$ cat config.mk
export PLATFORM = sky130hd
export DESIGN_NAME = fpu_divsqrt_arbiter
export DESIGN_NICKNAME = d
export VERILOG_FILES = /design/src/rtl/fpu_divsqrt_arbiter.sv
export SDC_FILE = /design/constraint.sdc
export NUM_CORES = 1
export LEC_CHECK = 0
export CORE_MARGIN = 10
export CORE_UTILIZATION = 35
export DETAILED_ROUTE_END_ITERATION = 7
export GPL_ROUTABILITY_DRIVEN = 0
export PLACE_DENSITY = 0.75
export SETUP_SLACK_MARGIN = 0.5
export SYNTH_ARGS = -nofsm -noshare
export SYNTH_HDL_FRONTEND = slang
export SYNTH_SLANG_ARGS = --single-unit
export TNS_END_PERCENT = 20
$ cat constraint.sdc
create_clock -name clk -period 2.15 [get_ports clk]
set_input_delay 0.43 -clock clk [delete_from_list [all_inputs] [get_ports clk]]
set_output_delay 0.43 -clock clk [all_outputs]
set_load 0.02 [all_outputs]
$ cat src/rtl/fpu_divsqrt_arbiter.sv
// Two-requester arbiter in front of a shared iterative div/sqrt unit.
// One operation is in flight at a time. A divide by +/-0 is answered locally
// without using the unit. A watchdog returns a NaN if the unit never finishes.
// Ports:
//   clk, rst                 clock, synchronous active-high reset
//   reqN_valid/ready         operation handshake per requester (ready is
//                            combinational from state, grant and valids)
//   reqN_op/a/b/mode         0=a/b, 1=sqrt(a); operands; rounding mode
//   rspN_valid/ready         result handshake per requester
//   rspN_result/timeout      result word; set when the result is a watchdog NaN
//   unit_start/op/a/b/mode   launch pulse and registered operands to the unit
//   unit_done/result         completion pulse and result from the unit
module fpu_divsqrt_arbiter #(
    parameter int unsigned TIMEOUT = 64
) (
    input  logic        clk,
    input  logic        rst,
    input  logic        req0_valid,
    output logic        req0_ready,
    input  logic        req0_op,
    input  logic [31:0] req0_a,
    input  logic [31:0] req0_b,
    input  logic [1:0]  req0_mode,
    input  logic        req1_valid,
    output logic        req1_ready,
    input  logic        req1_op,
    input  logic [31:0] req1_a,
    input  logic [31:0] req1_b,
    input  logic [1:0]  req1_mode,
    output logic        rsp0_valid,
    input  logic        rsp0_ready,
    output logic [31:0] rsp0_result,
    output logic        rsp0_timeout,
    output logic        rsp1_valid,
    input  logic        rsp1_ready,
    output logic [31:0] rsp1_result,
    output logic        rsp1_timeout,
    output logic        unit_start,
    output logic        unit_op,
    output logic [31:0] unit_a,
    output logic [31:0] unit_b,
    output logic [1:0]  unit_mode,
    input  logic        unit_done,
    input  logic [31:0] unit_result
);
    localparam int unsigned CNT_W  = 8;
    localparam logic [31:0] NAN    = 32'hFFFF_FFFF;

    typedef enum logic [1:0] {IDLE, ISSUE, WAIT, RESPOND} state_t;

    state_t            state, state_next;
    logic              owner, last_grant;
    logic [CNT_W-1:0]  cnt;
    logic [31:0]       result;
    logic              timeout_flag;
    logic              rsp0_valid_q, rsp1_valid_q;

    logic              grant1, accept, bypass, done_take, wd_hit, rsp_take;
    logic              sel_op;
    logic [31:0]       sel_a, sel_b, bypass_result;
    logic [1:0]        sel_mode;

    assign sel_op   = grant1 ? req1_op   : req0_op;
    assign sel_a    = grant1 ? req1_a    : req0_a;
    assign sel_b    = grant1 ? req1_b    : req0_b;
    assign sel_mode = grant1 ? req1_mode : req0_mode;

    // x/0 gives signed infinity, 0/0 gives NaN
    assign bypass_result = (sel_a[30:0] == 31'd0) ? NAN
                         : {sel_a[31] ^ sel_b[31], 8'hFF, 23'd0};

    // State register
    always_ff @(posedge clk) begin
        if (rst) state <= IDLE;
        else     state <= state_next;
    end

    // Next state, grant and handshake decode
    always_comb begin
        state_next = state;
        grant1     = 1'b0;
        accept     = 1'b0;
        bypass     = 1'b0;
        done_take  = 1'b0;
        wd_hit     = 1'b0;
        rsp_take   = 1'b0;
        req0_ready = 1'b0;
        req1_ready = 1'b0;
        case (state)
            IDLE: begin
                if (!rst) begin
                    // last_grant=1 means req1 won last time, so req0 wins a tie
                    grant1     = req1_valid && (!req0_valid || !last_grant);
                    req0_ready = req0_valid && !grant1;
                    req1_ready = grant1;
                    accept     = req0_valid || req1_valid;
                    if (accept) begin
                        bypass     = !sel_op && (sel_b[30:0] == 31'd0);
                        state_next = bypass ? RESPOND : ISSUE;
                    end
                end
            end
            ISSUE: state_next = WAIT;
            WAIT: begin
                if (unit_done) begin
                    done_take  = 1'b1;
                    state_next = RESPOND;
                end else if (cnt == CNT_W'(TIMEOUT - 1)) begin
                    wd_hit     = 1'b1;
                    state_next = RESPOND;
                end
            end
            RESPOND: begin
                if (owner ? rsp1_ready : rsp0_ready) begin
                    rsp_take   = 1'b1;
                    state_next = IDLE;
                end
            end
            default: state_next = IDLE;
        endcase
    end

    // Operand, watchdog and response registers
    always_ff @(posedge clk) begin
        if (rst) begin
            owner        <= 1'b0;
            last_grant   <= 1'b1;
            cnt          <= '0;
            result       <= '0;
            timeout_flag <= 1'b0;
            rsp0_valid_q <= 1'b0;
            rsp1_valid_q <= 1'b0;
            unit_start   <= 1'b0;
            unit_op      <= 1'b0;
            unit_a       <= '0;
            unit_b       <= '0;
            unit_mode    <= '0;
        end else begin
            unit_start <= accept && !bypass;
            // cnt is 0 during ISSUE and counts cycles since the launch
            if (state == ISSUE || state == WAIT) cnt <= cnt + CNT_W'(1);
            if (accept) begin
                owner      <= grant1;
                last_grant <= grant1;
                unit_op    <= sel_op;
                unit_a     <= sel_a;
                unit_b     <= sel_b;
                unit_mode  <= sel_mode;
                cnt        <= '0;
                if (bypass) begin
                    result       <= bypass_result;
                    timeout_flag <= 1'b0;
                    rsp0_valid_q <= !grant1;
                    rsp1_valid_q <= grant1;
                end
            end
            if (done_take || wd_hit) begin
                result       <= done_take ? unit_result : NAN;
                timeout_flag <= wd_hit;
                rsp0_valid_q <= !owner;
                rsp1_valid_q <= owner;
            end
            if (rsp_take) begin
                rsp0_valid_q <= 1'b0;
                rsp1_valid_q <= 1'b0;
            end
        end
    end

    assign rsp0_valid   = rsp0_valid_q;
    assign rsp1_valid   = rsp1_valid_q;
    assign rsp0_result  = result;
    assign rsp1_result  = result;
    assign rsp0_timeout = timeout_flag;
    assign rsp1_timeout = timeout_flag;

endmodule

==> metrics <==
nets=1141; Mapped Area=5490 um^2; CTS root buf=clkbuf_16; H-tree depth=4; hpwl dp=17300 um; Synth Area in Adders=0.911%; Routed Antenna Nets=0; gr usage total=20.4%; Fin. Hold Viols=0; M2 GR Usage=34.8%; yosys warns=0; Synth top area share=41.9%; global route overflow=0; Die Y=145 um; first-pass GRT wire length=34700 um; Worst EP arrival=2.34 ns; Hold Path Class=in2reg; startpoint types=primary input; Syn Nets=799; M3 GR Usage=9.87%; Worst Path Required=2.46 ns; mux contribution to synthesized area=12.6%; initial drt markers=260; Post-Synth Simple-Gate Area=17.7%; switch share=35.6%; setup TNS=0 ns; Finish-stage setup viols=0; leakage power=4.80 nW; Area Growth Syn to Fin=95.1%; compound-cell area share of the yosys netlist=15.6%; largest family of logic cells by synthesized area=simple AND/OR/NAND/NOR gates; number of global-route vias before repair=6325; # rows=45; count of cell types in the netlist=41; initial antenna violation count=0; FMAX=493 MHz; pwr dens=944 nW/um^2; grt peak-use layer=met2; clk_lat worst skew=0.41 ns; core area=15300 um^2; WL per Instance=20.8 um; Crit. End Element=register; vias per inst=5.29; Initial Util=35.9%; worst slew pin tran=0.441 ns; register area share after synthesis=41.9%; Post-Synth XOR/XNOR Area=1.43%; Worst Setup SP=req0_b[15]; Mapped Cells=622; status=complete, no violations; #FFs+latches synth=115; clock buffer count from CTS=17; Setup CP Type=in2reg; number of top-level pins=311; switching power total=3.60 mW; CTS clk-pin slew, worst paths=0.05 ns; logic gate share of total power=45.1%; routed wire length=24800 um; Die Area=21100 um^2; Setup Skew=0.00659 ns; Die W=145 um; top cells by area, synth=dfxtp_1, mux2i_1, o21ai_0; Clock Path Buffers=2; Post-route DRC=0; drt pass-1 iters=4; total power=10.1 mW; RSZ-0062 raised after global routing=yes; CTS tree=built; worst r2r src=state[0]; CP max FO=8; count of pins over their slew limit=0; count of clock tree sinks=115; share of layout cells above drive strength 1=21.8%; M1 GR Usage=20.8%; cell taking the most area after synthesis=dfxtp_1; Buffers on Ports=310; Int Power=6.52 mW; maximum vdd drop=592 uV; via count=6284; Seq pwr share=28.8%; part of the power in the clock network=26.1%; period utilization=94.4%; pin count of the biggest net entering global routing=76; max_slew headroom=70.3%; ANT cells=0; HP Start=req0_b[5]; Final min period=2.03 ns; maxcap violations=0; average cell area after synthesis=8.83 um^2
==> layout make-up <==
| class | count | area (um^2) |
|---|---|---|
| Sequential cell | 115 | 2300 |
| Inverter | 15 | 62.6 |
| Multi-Input combinational cell | 409 | 3210 |
| Timing Repair Buffer | 406 | 4320 |
| Clock buffer | 19 | 443 |
| Fill cell | 1164 | 4590 |
| Clock inverter | 13 | 111 |
| Tap cell | 211 | 264 |
==> worst max-delay path, cell delays in order <==
cell and delay [ns]:
clkdlybuf4s50_1 0.46, nor4_1 0.19, nand4_1 0.25, nor3_4 0.28, o21bai_4 0.11, and2_4 0.24
buf_16 0.17, o31ai_2 0.21
==> per-stage QoR <==
stage	setup slack [ns]	area, um^2	std cells	util, %	hold slack (ns)
finish	0.121	10700	1188	70.0	0.352
floorplan	0.244	5590	622	-	0.450
detailed placement	-0.523	9060	1117	59.2	0.458
CTS	0.172	10100	1170	65.8	0.454
global route	0.0273	10700	1188	70.0	0.392
global placement	-0.472	9060	1117	59.2	0.449
==> timing repair <==
| action | CTS | global route |
|---|---|---|
| pin swaps | 44 | 34 |
| endpoints found under the hold margin | 0 | 0 |
| buffers inserted | 17 | 9 |
| setup endpoints to repair | 226 | 244 |
| gates cloned | 4 | 9 |
| resized for setup | 118 | 85 |
| hold buffers | 0 | 0 |
==> state kept, by name, summed over array words and instances (netlist names) <==
| signal | flops |
|---|---|
| rsp0_valid | 1 |
| unit_start | 1 |
| rsp0_timeout | 1 |
| rsp1_valid | 1 |
| unit_mode | 2 |
| state | 2 |
| last_grant | 1 |
| unit_b | 32 |
| unit_a | 32 |
| rsp0_result | 32 |
| unit_op | 1 |
| owner | 1 |
| cnt | 8 |
==> worst paths after layout <==
check                    to  slack [ns]  cells after the start
min reg2reg      unit_b[14]        0.47                      2
max reg2reg  rsp0_result[8]        0.16                     10
min               unit_b[5]        0.35                      3
max          rsp0_result[8]        0.12                      8
==> cells in the mapped netlist, drive strengths merged <==
cell,count
buf,46
a21oi,10
nand2,12
ha,4
a32o,1
nor2,17
a211oi,1
a221o,1
a2111oi,1
a221oi,1
and2,1
o211ai,2
nor3,9
o21ai,103
and4,1
xnor2,3
a211o,1
nor2b,2
inv,15
o21a,1
o31ai,23
dfxtp,115
xor2,6
and3,2
clkbuf,38
nor3b,1
o21bai,1
nand3,70
a21boi,1
mux2i,69
nand4,34
nor4,30
==> cell usage in the layout, fill, tap and decap left out, types with 6 or more instances in the layout <==
| cell | instances |
|---|---|
| clkdlybuf4s50_1 | 227 |
| dfxtp_1 | 113 |
| o21ai_0 | 99 |
| nand3_1 | 68 |
| mux2i_1 | 68 |
| buf_4 | 54 |
| dlygate4sd2_1 | 44 |
| dlymetal6s2s_1 | 37 |
| nand4_1 | 34 |
| clkbuf_16 | 24 |
| nor4_2 | 19 |
| buf_6 | 18 |
| nor2_1 | 15 |
| o31ai_2 | 12 |
| inv_1 | 11 |
| buf_12 | 11 |
| nand2_1 | 10 |
| a21oi_2 | 9 |
| o31ai_4 | 9 |
| clkinv_2 | 7 |
| xor2_1 | 6 |
| nor4_1 | 6 |
| nor3_4 | 6 |
==> logic make-up after synthesis <==
kind of cell / after synthesis
flip-flops: 115
adder cells (fa/ha/maj): 4
buffers and inverters: 99
XOR/XNOR: 9
AO/OA/AOI/OAI: 147
multiplexers: 69
AND/OR/NAND/NOR: 179
==> power by group through the flow <==
stage	Clock (mW)	Sequential (mW)	Combinational, mW
2_1_floorplan	0	3.50	1.33
3_3_place_gp	0	2.93	3.80
3_5_place_dp	0	2.96	3.82
4_1_cts	2.68	2.91	4.10
5_1_grt	2.78	2.99	4.84
6_report	2.64	2.92	4.56
==> metal layers <==
layer	routed length, um	vias up
met3	2530	51
met5	0	-
met4	791	0
met1	9200	2965
met2	12200	316
li1	-	2952
(Power assumes the default switching activity.)
